==> config.mk <==
export PLATFORM = sky130hd
export DESIGN_NAME = sequenciador_medidas_n_flat
export DESIGN_NICKNAME = d
export VERILOG_FILES = /design/src/rtl/sequenciador_medidas_n_if.sv /design/src/rtl/sequenciador_medidas_n.sv /design/src/flat_wrapper.sv
export SDC_FILE = /design/constraint.sdc
export NUM_CORES = 1
export LEC_CHECK = 0
export BUFFER_PORTS_ARGS = -buffer_cell sky130_fd_sc_hd__buf_2
export CELL_PAD_IN_SITES_DETAIL_PLACEMENT = 0
export CELL_PAD_IN_SITES_GLOBAL_PLACEMENT = 1
export CORE_MARGIN = 8
export CORE_UTILIZATION = 35
export CTS_CLUSTER_SIZE = 14
export DETAILED_ROUTE_END_ITERATION = 7
export HOLD_SLACK_MARGIN = 0.1
export PLACE_DENSITY_LB_ADDON = 0.1
export SYNTH_ARGS = -nofsm -noshare
export SYNTH_HDL_FRONTEND = slang
export SYNTH_SLANG_ARGS = --single-unit
==> constraint.sdc <==
create_clock -name clock -period 3.1 [get_ports clock]
set_clock_uncertainty 0.05 [all_clocks]
set_input_delay 0.465 -clock clock [delete_from_list [all_inputs] [get_ports clock]]
set_output_delay 0.465 -clock clock [all_outputs]
set_load 0.03 [all_outputs]
==> src/rtl/sequenciador_medidas_n_if.sv <==
// Character link between the measurement sequencer and its external 7E1
// transmitter/receiver pair.
interface sequenciador_medidas_n_if;
  logic       tx_partida;
  logic [6:0] tx_dado;
  logic       tx_pronto;
  logic       rx_pronto;
  logic [6:0] rx_dado;

  modport master (
    output tx_partida,
    output tx_dado,
    input  tx_pronto,
    input  rx_pronto,
    input  rx_dado
  );

  modport slave (
    input  tx_partida,
    input  tx_dado,
    output tx_pronto,
    output rx_pronto,
    output rx_dado
  );
endinterface

==> src/rtl/sequenciador_medidas_n.sv <==
// Serialises N_CH BCD measurements as ASCII frames over a char-at-a-time
// transmitter and collects received chars into N_RX registers.
module sequenciador_medidas_n #(
  parameter int         N_CH   = 3,
  parameter int         DIGITS = 3,
  parameter logic [6:0] SEP    = 7'h23,
  parameter bit         EOL_EN = 1'b1,
  parameter logic [6:0] EOL    = 7'h0A,
  parameter int         N_RX   = 3,
  parameter logic [6:0] SYNC   = 7'h0D
) (
  input  logic                       clock,
  input  logic                       reset,
  input  logic                       iniciar,
  input  logic [N_CH*4*DIGITS-1:0]   medidas,
  sequenciador_medidas_n_if.master   link,
  output logic                       ocupado,
  output logic                       fim_quadro,
  output logic [N_RX*7-1:0]          dados_rx,
  output logic [$clog2(N_RX)-1:0]    rx_indice,
  output logic                       rx_completo,
  output logic [3:0]                 db_estado
);

  localparam int CH_W  = $clog2(N_CH + 1);
  localparam int POS_W = $clog2(DIGITS + 1);
  localparam int IDX_W = $clog2(N_RX);
  // Position of the final char: the EOL slot, or the last channel's separator.
  localparam logic [CH_W-1:0]  LAST_CH  = EOL_EN ? CH_W'(N_CH) : CH_W'(N_CH - 1);
  localparam logic [POS_W-1:0] LAST_POS = EOL_EN ? POS_W'(0) : POS_W'(DIGITS);

  typedef enum logic [3:0] {
    OCIOSO  = 4'd0,
    CAPTURA = 4'd1,
    ENVIA   = 4'd2,
    ESPERA  = 4'd3,
    PROXIMO = 4'd4,
    FIM     = 4'd5
  } estado_t;

  estado_t                   estado_q;
  logic [N_CH*4*DIGITS-1:0]  snap_q;
  logic [CH_W-1:0]           ch_q;
  logic [POS_W-1:0]          pos_q;
  logic                      tx_partida_q;
  logic [6:0]                tx_dado_q;
  logic                      ocupado_q;
  logic                      fim_q;

  logic [CH_W-1:0]           nxt_ch_s;
  logic [POS_W-1:0]          nxt_pos_s;
  logic [CH_W-1:0]           sel_ch_s;
  logic [POS_W-1:0]          sel_pos_s;
  logic [3:0]                nibble_s;
  logic [6:0]                char_s;
  logic                      ultimo_s;

  logic [N_RX*7-1:0]         dados_rx_q, dados_rx_d;
  logic [IDX_W-1:0]          rx_indice_q, rx_indice_d;
  logic                      rx_completo_q, rx_completo_d;

  function automatic logic [6:0] ascii_digito(input logic [3:0] n);
    return (n <= 4'd9) ? {3'b011, n} : 7'h3F;
  endfunction

  // Pointer (channel, position-within-channel) of the char following the current one.
  always_comb begin
    if (pos_q == POS_W'(DIGITS)) begin
      nxt_ch_s  = ch_q + 1'b1;
      nxt_pos_s = '0;
    end else begin
      nxt_ch_s  = ch_q;
      nxt_pos_s = pos_q + 1'b1;
    end
  end

  assign sel_ch_s  = (estado_q == PROXIMO) ? nxt_ch_s  : ch_q;
  assign sel_pos_s = (estado_q == PROXIMO) ? nxt_pos_s : pos_q;
  assign ultimo_s  = (ch_q == LAST_CH) && (pos_q == LAST_POS);

  // ASCII char at the selected pointer; position 0 is the most significant digit.
  always_comb begin
    nibble_s = 4'd0;
    for (int c = 0; c < N_CH; c++) begin
      for (int d = 0; d < DIGITS; d++) begin
        nibble_s = (sel_ch_s == CH_W'(c) && sel_pos_s == POS_W'(DIGITS - 1 - d)) ?
                   snap_q[(c*DIGITS + d)*4 +: 4] : nibble_s;
      end
    end
    if (sel_ch_s >= CH_W'(N_CH)) begin
      char_s = EOL;
    end else if (sel_pos_s == POS_W'(DIGITS)) begin
      char_s = SEP;
    end else begin
      char_s = ascii_digito(nibble_s);
    end
  end

  // Transmit FSM with registered handshake and status outputs.
  always_ff @(posedge clock) begin
    if (reset) begin
      estado_q     <= OCIOSO;
      snap_q       <= '0;
      ch_q         <= '0;
      pos_q        <= '0;
      tx_partida_q <= 1'b0;
      tx_dado_q    <= 7'd0;
      ocupado_q    <= 1'b0;
      fim_q        <= 1'b0;
    end else begin
      case (estado_q)
        OCIOSO: begin
          if (iniciar) begin
            estado_q  <= CAPTURA;
            snap_q    <= medidas;
            ch_q      <= '0;
            pos_q     <= '0;
            ocupado_q <= 1'b1;
          end
        end
        CAPTURA: begin
          estado_q     <= ENVIA;
          tx_partida_q <= 1'b1;
          tx_dado_q    <= char_s;
        end
        ENVIA: begin
          estado_q     <= ESPERA;
          tx_partida_q <= 1'b0;
        end
        ESPERA: begin
          if (link.tx_pronto) begin
            estado_q <= ultimo_s ? FIM : PROXIMO;
            fim_q    <= ultimo_s;
          end
        end
        PROXIMO: begin
          estado_q     <= ENVIA;
          ch_q         <= nxt_ch_s;
          pos_q        <= nxt_pos_s;
          tx_partida_q <= 1'b1;
          tx_dado_q    <= char_s;
        end
        FIM: begin
          estado_q  <= OCIOSO;
          fim_q     <= 1'b0;
          ocupado_q <= 1'b0;
        end
        default: begin
          estado_q     <= OCIOSO;
          tx_partida_q <= 1'b0;
          fim_q        <= 1'b0;
          ocupado_q    <= 1'b0;
        end
      endcase
    end
  end

  // Receive path: SYNC realigns to register 0 without writing anything.
  always_comb begin
    dados_rx_d    = dados_rx_q;
    rx_indice_d   = rx_indice_q;
    rx_completo_d = 1'b0;
    if (link.rx_pronto) begin
      if (link.rx_dado == SYNC) begin
        rx_indice_d = '0;
      end else begin
        for (int r = 0; r < N_RX; r++) begin
          dados_rx_d[r*7 +: 7] = (rx_indice_q == IDX_W'(r)) ? link.rx_dado : dados_rx_q[r*7 +: 7];
        end
        if (rx_indice_q == IDX_W'(N_RX - 1)) begin
          rx_indice_d   = '0;
          rx_completo_d = 1'b1;
        end else begin
          rx_indice_d = rx_indice_q + 1'b1;
        end
      end
    end else begin
      rx_completo_d = 1'b0;
    end
  end

  // Receive registers.
  always_ff @(posedge clock) begin
    if (reset) begin
      dados_rx_q    <= '0;
      rx_indice_q   <= '0;
      rx_completo_q <= 1'b0;
    end else begin
      dados_rx_q    <= dados_rx_d;
      rx_indice_q   <= rx_indice_d;
      rx_completo_q <= rx_completo_d;
    end
  end

  assign link.tx_partida = tx_partida_q;
  assign link.tx_dado    = tx_dado_q;
  assign ocupado         = ocupado_q;
  assign fim_quadro      = fim_q;
  assign dados_rx        = dados_rx_q;
  assign rx_indice       = rx_indice_q;
  assign rx_completo     = rx_completo_q;
  assign db_estado       = estado_q;

endmodule

==> src/flat_wrapper.sv <==
// flat-port wrapper written by rule: the top's interface ports become plain ports
module sequenciador_medidas_n_flat 
#(
  parameter int         N_CH   = 3,
  parameter int         DIGITS = 3,
  parameter logic [6:0] SEP    = 7'h23,
  parameter bit         EOL_EN = 1'b1,
  parameter logic [6:0] EOL    = 7'h0A,
  parameter int         N_RX   = 3,
  parameter logic [6:0] SYNC   = 7'h0D
)
  (clock, reset, iniciar, medidas, ocupado, fim_quadro, dados_rx, rx_indice, rx_completo, db_estado, link_tx_partida, link_tx_dado, link_tx_pronto, link_rx_pronto, link_rx_dado);
  sequenciador_medidas_n_if link_i ();
  input  logic clock;
  input  logic reset;
  input  logic iniciar;
  input  logic [N_CH*4*DIGITS-1:0] medidas;
  output logic ocupado;
  output logic fim_quadro;
  output logic [N_RX*7-1:0] dados_rx;
  output logic [$clog2(N_RX)-1:0] rx_indice;
  output logic rx_completo;
  output logic [3:0] db_estado;
  output wire logic [$bits(link_i.tx_partida)-1:0] link_tx_partida;
  output wire logic [$bits(link_i.tx_dado)-1:0] link_tx_dado;
  input wire logic [$bits(link_i.tx_pronto)-1:0] link_tx_pronto;
  input wire logic [$bits(link_i.rx_pronto)-1:0] link_rx_pronto;
  input wire logic [$bits(link_i.rx_dado)-1:0] link_rx_dado;
  assign link_tx_partida = link_i.tx_partida;
  assign link_tx_dado = link_i.tx_dado;
  assign link_i.tx_pronto = link_tx_pronto;
  assign link_i.rx_pronto = link_rx_pronto;
  assign link_i.rx_dado = link_rx_dado;
  sequenciador_medidas_n #(.N_CH(N_CH), .DIGITS(DIGITS), .SEP(SEP), .EOL_EN(EOL_EN), .EOL(EOL), .N_RX(N_RX), .SYNC(SYNC)) u_core (.clock(clock), .reset(reset), .iniciar(iniciar), .medidas(medidas), .link(link_i), .ocupado(ocupado), .fim_quadro(fim_quadro), .dados_rx(dados_rx), .rx_indice(rx_indice), .rx_completo(rx_completo), .db_estado(db_estado));
endmodule
### After elaboration in Yosys (flattened, before gate mapping)

Index checks and enable logic that the tools add are counted.

| storage, ports and cells | value |
|---|---|
| register bits after elaboration | 78 |
| latch bits | 0 |
| bits in writable memories | 0 |
| bits in read-only memories | 0 |
| bits of input ports | 48 |
| output and inout port bits | 38 |
| word-level logic and storage cells | 99 |
| memories | 0 |

| operators by class | value |
|---|---|
| add/sub/neg operators | 3 |
| $mul | 0 |
| divide/modulo/power cells | 0 |
| order comparisons | 2 |
| equality and inequality tests | 17 |
| shifts and indexed selects | 0 |
| mux-type cells | 31 |
| bitwise logic cells | 4 |
| reduce and logical (&&, ||, !) cells | 29 |

Operator list:

| cell | number |
|---|---|
| 2-to-1 mux 4 bit | 12 |
| one-hot mux 4 bit (4 select lines) | 1 |
| 2-to-1 mux 2 bit | 7 |
| 2-to-1 mux 7 bit | 2 |
| == test 2 bit, second input constant | 6 |
| logical AND 1 bit | 10 |
| AND reduction 2 bit | 5 |
| AND reduction 3 bit | 3 |
| == test 4 x 2 -> 1 bit, second input constant | 2 |
| == test 4 x 3 -> 1 bit, second input constant | 2 |
| zero test 2 bit | 4 |
| one-hot mux 2 bit (2 select lines) | 2 |
| OR reduction 4 bit | 2 |
| == test 7 x 4 -> 1 bit, second input constant | 1 |
| adder 2 x 1 -> 2 bit, second input constant | 3 |
| == test 2 x 1 -> 1 bit, second input constant | 3 |
| one-hot mux 1 bit (2 select lines) | 3 |
| OR reduction 3 bit | 2 |
| == test 4 x 1 -> 1 bit, second input constant | 1 |
| <= comparator 4 bit, second input constant | 1 |
| zero test 4 bit | 1 |
| 2-to-1 mux 1 bit | 4 |
| inequality test 2 bit, second input constant | 2 |
| inverter 1 bit | 4 |
| other kinds (3) | 3 |

### Logic depth before layout (Yosys ltp)

Gate-level depths: netlist (run 1).

| depth | value |
|---|---|
| depth after elaboration | 18 |
| gate-level depth with buffers | 11 |

### Least setup slack after synthesis (run 1)

No wires, ideal clock.

| timing | value |
|---|---|
| path type | flip-flop to flip-flop |
| from | register u_core.pos_q[0] |
| to | register u_core.tx_dado_q[2], in the netlist u_core.link.tx_dado[2] |
| library setup time | 0.079 ns |
| arrival | 2.848 ns |
| data required time | 2.971 ns |
| setup slack | 0.122 ns |
| stages on the path, launching flop included | 11 |
| path buffers | 1 |
| path through | dfxtp_1 -> clkbuf_1 -> inv_1 -> ha_1 -> or4bb_1 -> o22a_1 -> o211ai_1 -> a221oi_2 -> o41ai_2 -> a221oi_1 -> a211oi_2 |

| between the ends | value |
|---|---|
| cells in the longest elaborated chain, start to end | 18 |
| elaborated cells between the ends (all ways) | 36 |
| classes of those cells | add/sub (1); order compare (2); eq/ne (6); mux (16); reduce/logical (11) |

RTL lines:

| element | line | RTL |
|---|---|---|
| start: declaration | sequenciador_medidas_n.sv:44 | `logic [POS_W-1:0] pos_q;` |
| start signal: assignment | sequenciador_medidas_n.sv:139 | `pos_q <= nxt_pos_s;` |
| adder 2 x 1 -> 2 bit / == test 2 bit (equally long branches) | sequenciador_medidas_n.sv:73, sequenciador_medidas_n.sv:68 |  |
| 2-to-1 mux 2 bit | sequenciador_medidas_n.sv:68 | `if (pos_q == POS_W'(DIGITS)) begin` |
| 2-to-1 mux 2 bit, on equally long branches | sequenciador_medidas_n.sv:78, sequenciador_medidas_n.sv:77 |  |
| == test 2 bit / zero test 2 bit (equally long branches) | sequenciador_medidas_n.sv:86 | `nibble_s = (sel_ch_s == CH_W'(c) && sel_pos_s == POS_W'(DIGITS - 1 - d)) ?` |
| logical AND 1 bit | sequenciador_medidas_n.sv:86 |  |
| 2-to-1 mux 4 bit (9 in a row) | sequenciador_medidas_n.sv:86 |  |
| <= comparator 4 bit | sequenciador_medidas_n.sv:63 | `return (n <= 4'd9) ? {3'b011, n} : 7'h3F;` |
| 2-to-1 mux 4 bit | sequenciador_medidas_n.sv:63 |  |
| 2-to-1 mux 7 bit | sequenciador_medidas_n.sv:92 | `end else if (sel_pos_s == POS_W'(DIGITS)) begin` |
| 2-to-1 mux 7 bit * | sequenciador_medidas_n.sv:90 | `if (sel_ch_s >= CH_W'(N_CH)) begin` |
| end signal: assignment | sequenciador_medidas_n.sv:124 | `tx_dado_q <= char_s;` |
| end signal: assignment | sequenciador_medidas_n.sv:141 | `tx_dado_q <= char_s;` |
| end: declaration | sequenciador_medidas_n.sv:46 | `logic [6:0] tx_dado_q;` |

Every way passes the cells marked *; elsewhere a longest branch is shown, timed or not.
A chain may end at the register's enable or synchronous reset.

### Worst setup path in the final report (run 1)

Ends and elaborated chain as after synthesis.

==> impl_metrics.csv, run 1 <==
group,metric,value,unit
timing,hold_viol,0,
place,hpwl,7970,um
worst_setup_path,arrival,3.12,ns
drt,vias,3426,
drt,top_layer,"met4",
grt,grt-ovfl-total,0,
worst_setup_path,cp.required,3.32,ns
worst_setup_path,start_kind,"flip-flop",
cts,postCtsSetupRepairBufs,0,
worst_setup_path,rr_endpoint,"u_core.link.tx_dado[2]",
floorplanning,std_cell_rows,37,
drt,vias_per_cell,5.05,
cts,clock_sinks,76,
place,placed_cells,662,
drt,drt_wl_total,10700,um
layout,area_growth,26.1,%
cts,holdBufCountCts,0,
hold_path,whs_endpoint,"u_core.snap_q[21]",
worst_setup_path,worstSetupPathType,"flip-flop to flip-flop",
status,outcome,"completed",
cts,clockRootBuffer,"clkbuf_8",
power,power.density,515,mW/mm^2
grt,grt_use_total,16.6,%
layout,final_cells,678,
timing,setup_viol,0,
timing,fin_tns_setup,0,ns
hold_path,hold_path_class,"input pin to flip-flop",
timing,finalCritPeriodShare,93.4,%
worst_setup_path,reg2reg_slack,0.21,ns
synth,ys_top_cells_by_area,"dfxtp_1 43%, nand2_1 10%, a21oi_1 7.4%",
timing,max_freq,0.345,GHz
hold_path,whs_path_depth,3,
floorplanning,dieArea,0.0137,sq mm
synth,yosysUniqueCellTypes,62,
worst_setup_path,reg2reg_depth,9,
cts,cts_buffer_depth,2,
timing,drv_slew,0,
drt,route.met2.wl,4840,um
timing,tightest_slew,0.570,ns
synth,synth_flop_cell,"dfxtp_1",
drt,drt_first_pass_iters,5,
hold_path,hp-start,"medidas[21]",
drt,wl_per_cell,15.8,um
synth,ys_ff_latch,76,
synth,syn_inst,441,
drt,ant_nets,0,
synth,yosysWarnings,0,
power,power.leakage,0.00198,uW
drt,met3_length,578,um
worst_setup_path,cp-end-kind,"flip-flop",
floorplanning,initial_utilization,35.3,%
synth,synth.avg_cell_area,8.08,sq um
cts,cts_tree,"yes",
power,ir_worst_vdd,0.239,mV
cts,clock_latency,0.35,ns
layout,layout-drive-gt1-share,26.2,%
place,portBuffers,83,
timing,slew_headroom,61.6,%
synth,yosysTopAreaCell,"dfxtp_1",
synth,postSynth.asyncResetShare,0,%
cts,cts_max_level,3,
timing,period_minus_slack,2.89,ns
layout,diodes,0,
synth,synth_top_area_share,42.7,%
drt,first_iter_violations,177,
drt,drcViolationCount,0,
drt,drt-met1-wl,5090,um
synth,synthTopCellsByCount,"96 x nand2_1, 76 x dfxtp_1, 53 x a21oi_1, 42 x nor2_1, 24 x clkbuf_1",
timing,rsz0062_at_grt,"no",
floorplanning,coreArea,0.0101,sq mm
layout,fin_area,0.00449,sq mm
cts,numCtsBuffers,9,
grt,grt_antenna_before_repair,0,
grt,grt_max_degree,41,
floorplanning,dieHeight,117,um
synth,synth.most_common_cell,"nand2_1",
synth,synth_edf_count,0,
floorplanning,die_w,117,um
worst_setup_path,worst_r2r_startpoint,"u_core.pos_q[0]",
synth,ys_seq_area_share,42.7,%
grt,grt_pass1_vias,3490,
flow_run,cap_viol_max_count,0,
cts,clk_pin_slew_worst_paths,0.09,ns
worst_setup_path,path_max_fanout,7,
grt,grt_pass1_wl,17800,um
floorplanning,io_pins,86,
place,gp_congestion,0.810,
layout,nets,588,
place,place_area,0.00425,sq mm
synth,syn-cell-area,0.00356,sq mm
## per-layer routing
layer | global-route usage, % | up-vias
met5 | 0 | -
met4 | 5.72 | 0
met3 | 4.46 | 11
met2 | 26.3 | 86
met1 | 21.4 | 1592
li1 | - | 1737
## cell type report
| cell class | count | area [sq um] |
|---|---|---|
| sequential | 76 | 1520 |
| timing repair buffer | 112 | 633 |
| fill | 1101 | 5600 |
| clock inverter | 7 | 105 |
| multi-input combinational | 328 | 1900 |
| tap | 136 | 170 |
| inverter | 10 | 37.5 |
| clock buffer | 9 | 124 |
## stage by stage
stage	hold slack [ns]	setup slack, ns	utilization [%]	total power, uW
finish	0.292	0.205	44.5	2310
global route	0.275	0.0497	44.5	2450
floorplan	0.383	0.122	-	1320
detailed placement	0.394	0.0903	42.1	1450
CTS	0.275	0.0598	44.4	2350
global placement	0.393	0.198	42.1	1450
## worst max-delay path, cell delays in order, from the launching register on
cell and delay, ns:
dfxtp_2 0.39, inv_1 0.09, ha_1 0.38, or4bb_1 0.56, o22a_1 0.26, o211ai_1 0.21, a221oi_2 0.08, o41ai_4 0.43
a221oi_1 0.15, a211oi_2 0.21
## flip-flops by register name, summed over array words and instances (netlist names)
register,count
u_core.ch_q,2
u_core.link.tx_partida,1
u_core.dados_rx,21
u_core.snap_q,36
u_core.ocupado,1
u_core.fim_quadro,1
u_core.rx_indice,2
u_core.pos_q,2
u_core.db_estado,3
u_core.link.tx_dado,6
u_core.rx_completo,1
## power by group
part	internal [uW]	switching [uW]	total [uW]
logic	125	224	349
registers	1040	38.4	1080
clock network	468	422	890
total	1630	684	2310
## timing repair
item                                    CTS  global route
endpoints found under the hold margin     0             0
resized for setup                         0             2
endpoints found under the setup margin    0             3
## cells by family (layout without fill, tap and decap cells)
group / Yosys count / after routing / synth area share (%)
compound gates: 120 / 120 / 22.7
fa+ha+maj: 3 / 3 / 1.05
buf+inv: 38 / 138 / 4.35
flops: 76 / 76 / 42.7
mux: 23 / 23 / 6.46
other cells: 1 / 2 / 0.105
simple gates: 180 / 180 / 22.6
## cell usage in the layout, fill, tap and decap left out, types with 2 or more instances in the layout
cell	n
a221oi_1	5
nand3_1	6
clkbuf_8	9
and3_1	3
nor2_1	42
conb_1	2
o22ai_1	3
a32oi_1	3
o21ai_1	2
a22oi_1	3
o32ai_1	2
a31oi_1	4
inv_1	10
nand2b_1	5
ha_1	3
buf_4	29
nand2_1	96
o211ai_1	5
a22o_1	3
dfxtp_1	75
a21oi_1	53
o221ai_1	2
mux2i_1	23
and4bb_2	2
o21ai_0	11
nor2b_1	7
buf_2	83
inv_6	3
nor3_1	9
bufinv_16	2
## worst max path at each step
stage | start | endpoint | slack [ns] | cells after the start
2_1_floorplan | u_core.pos_q[0] | u_core.link.tx_dado[2] | 0.12 | 10
3_3_place_gp | u_core.pos_q[0] | u_core.link.tx_dado[2] | 0.20 | 9
3_5_place_dp | u_core.pos_q[0] | u_core.link.tx_dado[2] | 0.09 | 9
4_1_cts | u_core.pos_q[0] | u_core.link.tx_dado[2] | 0.06 | 9
5_1_grt | u_core.pos_q[0] | u_core.link.tx_dado[2] | 0.05 | 9
6_report | u_core.pos_q[0] | u_core.link.tx_dado[2] | 0.21 | 9
Power figures use the tool's default switching activity.
==> run 2: changes to the inputs <==
--- a/config.mk
+++ b/config.mk
@@ -5,11 +5,12 @@
 export SDC_FILE = /design/constraint.sdc
 export NUM_CORES = 1
 export LEC_CHECK = 0
+export ABC_AREA = 1
 export BUFFER_PORTS_ARGS = -buffer_cell sky130_fd_sc_hd__buf_2
 export CELL_PAD_IN_SITES_DETAIL_PLACEMENT = 0
 export CELL_PAD_IN_SITES_GLOBAL_PLACEMENT = 1
 export CORE_MARGIN = 8
-export CORE_UTILIZATION = 35
+export CORE_UTILIZATION = 34
 export CTS_CLUSTER_SIZE = 14
 export DETAILED_ROUTE_END_ITERATION = 7
 export HOLD_SLACK_MARGIN = 0.1
==> impl_metrics.csv, run 2 <==
group,metric,value,unit
synth,postSynth.asyncResetShare,0,%
worst_setup_path,arrival,2.56,ns
hold_path,hold_path_class,"input pin to flip-flop",
layout,largest_reg_flops,36,
timing,tightest_slew,0.602,ns
cts,cts_buffer_depth,2,
power,ir_worst_vdd,0.307,mV
power,clockPowerShare,36.2,%
power,p_sw_share,30.7,%
cts,clock_latency,0.35,ns
worst_setup_path,critPathMaxStageDelay,0.59,ns
floorplanning,coreArea,0.00968,sq mm
drt,ant_nets,0,
status,outcome,"completed",
timing,setup_viol,0,
synth,synth_flop_cell,"dfxtp_1",
cts,cts_max_level,3,
layout,area_growth,22.1,%
synth,synth_edf_count,0,
power,power.internal,1660,uW
floorplanning,die_w,115,um
cts,postCtsSetupRepairBufs,0,
layout,diodes,0,
grt,grt_max_degree,74,
synth,ys_ff_latch,76,
cts,clk_pin_slew_worst_paths,0.09,ns
timing,max_freq,0.421,GHz
power,combPwrFrac,16.8,%
cts,numCtsBuffers,9,
synth,yosysUniqueCellTypes,30,
synth,syn_inst,454,
grt,grt_antenna_before_repair,0,
drt,drt_first_pass_iters,8,
synth,yosysTopAreaCell,"dfxtp_1",
floorplanning,io_pins,86,
drt,drcViolationCount,0,
layout,layout-drive-gt1-share,24.2,%
place,dp_slack,0.776,ns
power,power.leakage,0.00179,uW
power,finalPower,2390,uW
layout,layout_commonest_cell,"buf_2",
worst_setup_path,path_delay_family,"simple AND/OR/NAND/NOR gates",
drt,drt_wl_total,8810,um
timing,fin_tns_setup,0,ns
floorplanning,dieArea,0.0133,sq mm
drt,vias_per_cell,4.59,
worst_setup_path,cp-end-kind,"flip-flop",
timing,rsz0062_at_grt,"no",
grt,grt-ovfl-total,0,
place,hpwl,6630,um
synth,synth_top_area_share,45.4,%
cts,clockRootBuffer,"clkbuf_8",
synth,ys_seq_area_share,45.4,%
cts,holdBufCountCts,0,
drt,vias,3059,
worst_setup_path,start_kind,"flip-flop",
cts,cts_tree,"yes",
timing,fin_ws,0.724,ns
power,p_seq_share,47.0,%
synth,synth.avg_cell_area,7.39,sq um
cts,clock_sinks,76,
flow_run,cap_viol_max_count,0,
floorplanning,std_cell_rows,36,
worst_setup_path,cp.required,3.28,ns
synth,yosysWarnings,0,
timing,period_minus_slack,2.38,ns
worst_setup_path,worstSetupPathType,"flip-flop to flip-flop",
worst_setup_path,cp_slowest_cell,"dfxtp_1",
timing,finalCritPeriodShare,76.6,%
layout,final_cell_mix,"83 x buf_2, 78 x inv_1, 76 x dfxtp_1",
worst_setup_path,path_cells,"inv_2 -> nor2_2 -> nand2_1 -> nand2_4 -> nor2_4 -> nand2_1 -> nor2_1 -> nor3_1 -> nand4_1 -> nor2_1 -> nand2_1 -> nand2_2 -> nand2_1 -> nand2_1 -> a21oi_2",
place,portBuffers,83,
cts,ctsResizeCount,0,
synth,syn-cell-area,0.00335,sq mm
worst_setup_path,worst_path_most_repeated_cell,"nand2_1",
power,power.density,584,mW/mm^2
timing,hold_viol,0,
worst_setup_path,crit_buf_inv,1,
synth,ys_top_cells_by_area,"dfxtp_1 45%, a21oi_1 11%, o21ai_0 9.9%",
grt,grt_use_total,13.9,%
floorplanning,initial_utilization,34.6,%
timing,drv_slew,0,
floorplanning,dieHeight,115,um
timing,slew_headroom,59.8,%
layout,fill_cells,1036,
synth,synthTopCellsByCount,"78 x inv_1, 76 x dfxtp_1, 73 x a21oi_1, 66 x o21ai_0, 48 x nand2_1",
synth,synth.most_common_cell,"inv_1",
layout,regMostFlops,"u_core.snap_q",
grt,grt_pass1_vias,3064,
power,switching_power,733,uW
worst_setup_path,path_max_fanout,10,
place,gp_congestion,0.852,
drt,wl_per_cell,13.2,um
grt,grt_pass1_wl,14700,um
drt,first_iter_violations,123,
layout,nets,580,
run 2: cell types whose count changed after synthesis, sizes merged, moves of 16 or more:
cell	previous run	this run
mux2i	23	0
o21ai	14	69
nand2	96	58
nand3	6	26
nor2	42	26
inv	10	82
a21oi	55	75
run 2: stage by stage:
stage / hold WS, ns / area (sq um) / std cells / util (%)
final: 0.319 / 4090 / 667 / 42.3
after global routing: 0.324 / 4090 / 667 / 42.3
after CTS: 0.305 / 4090 / 667 / 42.3
after detailed placement: 0.381 / 3870 / 651 / 40.0
after global placement: 0.379 / 3870 / 651 / 40.0
after floorplan: 0.371 / 3360 / 455 / -
run 2: path summary, 6_finish.rpt:
| path | to | cells past startpoint | slack [ns] | startpoint |
|---|---|---|---|---|
| max | u_core.link.tx_dado[2] | 15 | 0.72 | u_core.db_estado[2] |
| max reg2reg | u_core.link.tx_dado[2] | 15 | 0.72 | u_core.db_estado[2] |
| min | u_core.db_estado[2] | 3 | 0.32 | link_tx_pronto |
| min reg2reg | u_core.dados_rx[14] | 2 | 0.39 | u_core.dados_rx[14] |
run 2: cell type report:
class	instances	area, sq um	share of cell area [%]
clock buffers	9	124	3.03
inverters	83	312	7.61
flip-flops and latches	76	1520	37.2
multi-input cells	274	1430	34.9
well taps	133	166	4.07
repair buffers	85	443	10.8
clock inverters	7	98.8	2.42
run 2: power groups by stage:
stage	Combinational, uW	Sequential, uW	Clock, uW
finish	402	1120	865
global route	457	1140	925
CTS	411	1130	886
detailed placement	408	1150	0
global placement	404	1150	0
floorplan	214	1200	0
run 2: kinds of logic (layout without fill, tap and decap cells):
logic type / Yosys count / after routing / share of synthesized area (%)
AOI/OAI and AO/OA: 147 / 147 / 22.6
adders and majority gates: 3 / 3 / 1.12
buffers and inverters: 105 / 184 / 12.3
DFF: 76 / 76 / 45.4
other: 1 / 2 / 0.112
and+or+nand+nor: 122 / 122 / 18.5
run 2: layer usage:
layer / global-route usage, % / wire length, um / part of all wire [%] / vias up
met5: 0 / 0 / 0 / -
met4: 4.90 / 91 / 1.0 / 0
met3: 4.52 / 455 / 5.2 / 8
met2: 22.1 / 3970 / 45 / 63
met1: 17.2 / 4290 / 49 / 1370
li1: - / - / - / 1618
run 2: worst register-to-register path, cell delays in order, from the launching register on:
cell and delay, ns:
dfxtp_1 0.59, inv_2 0.13, nor2_2 0.15, nand2_1 0.13
nand2_4 0.12, nor2_4 0.06, nand2_1 0.12, nor2_1 0.06
nor3_1 0.25, nand4_1 0.12, nor2_1 0.14, nand2_1 0.09
nand2_2 0.08, nand2_1 0.05, nand2_1 0.07, a21oi_2 0.05
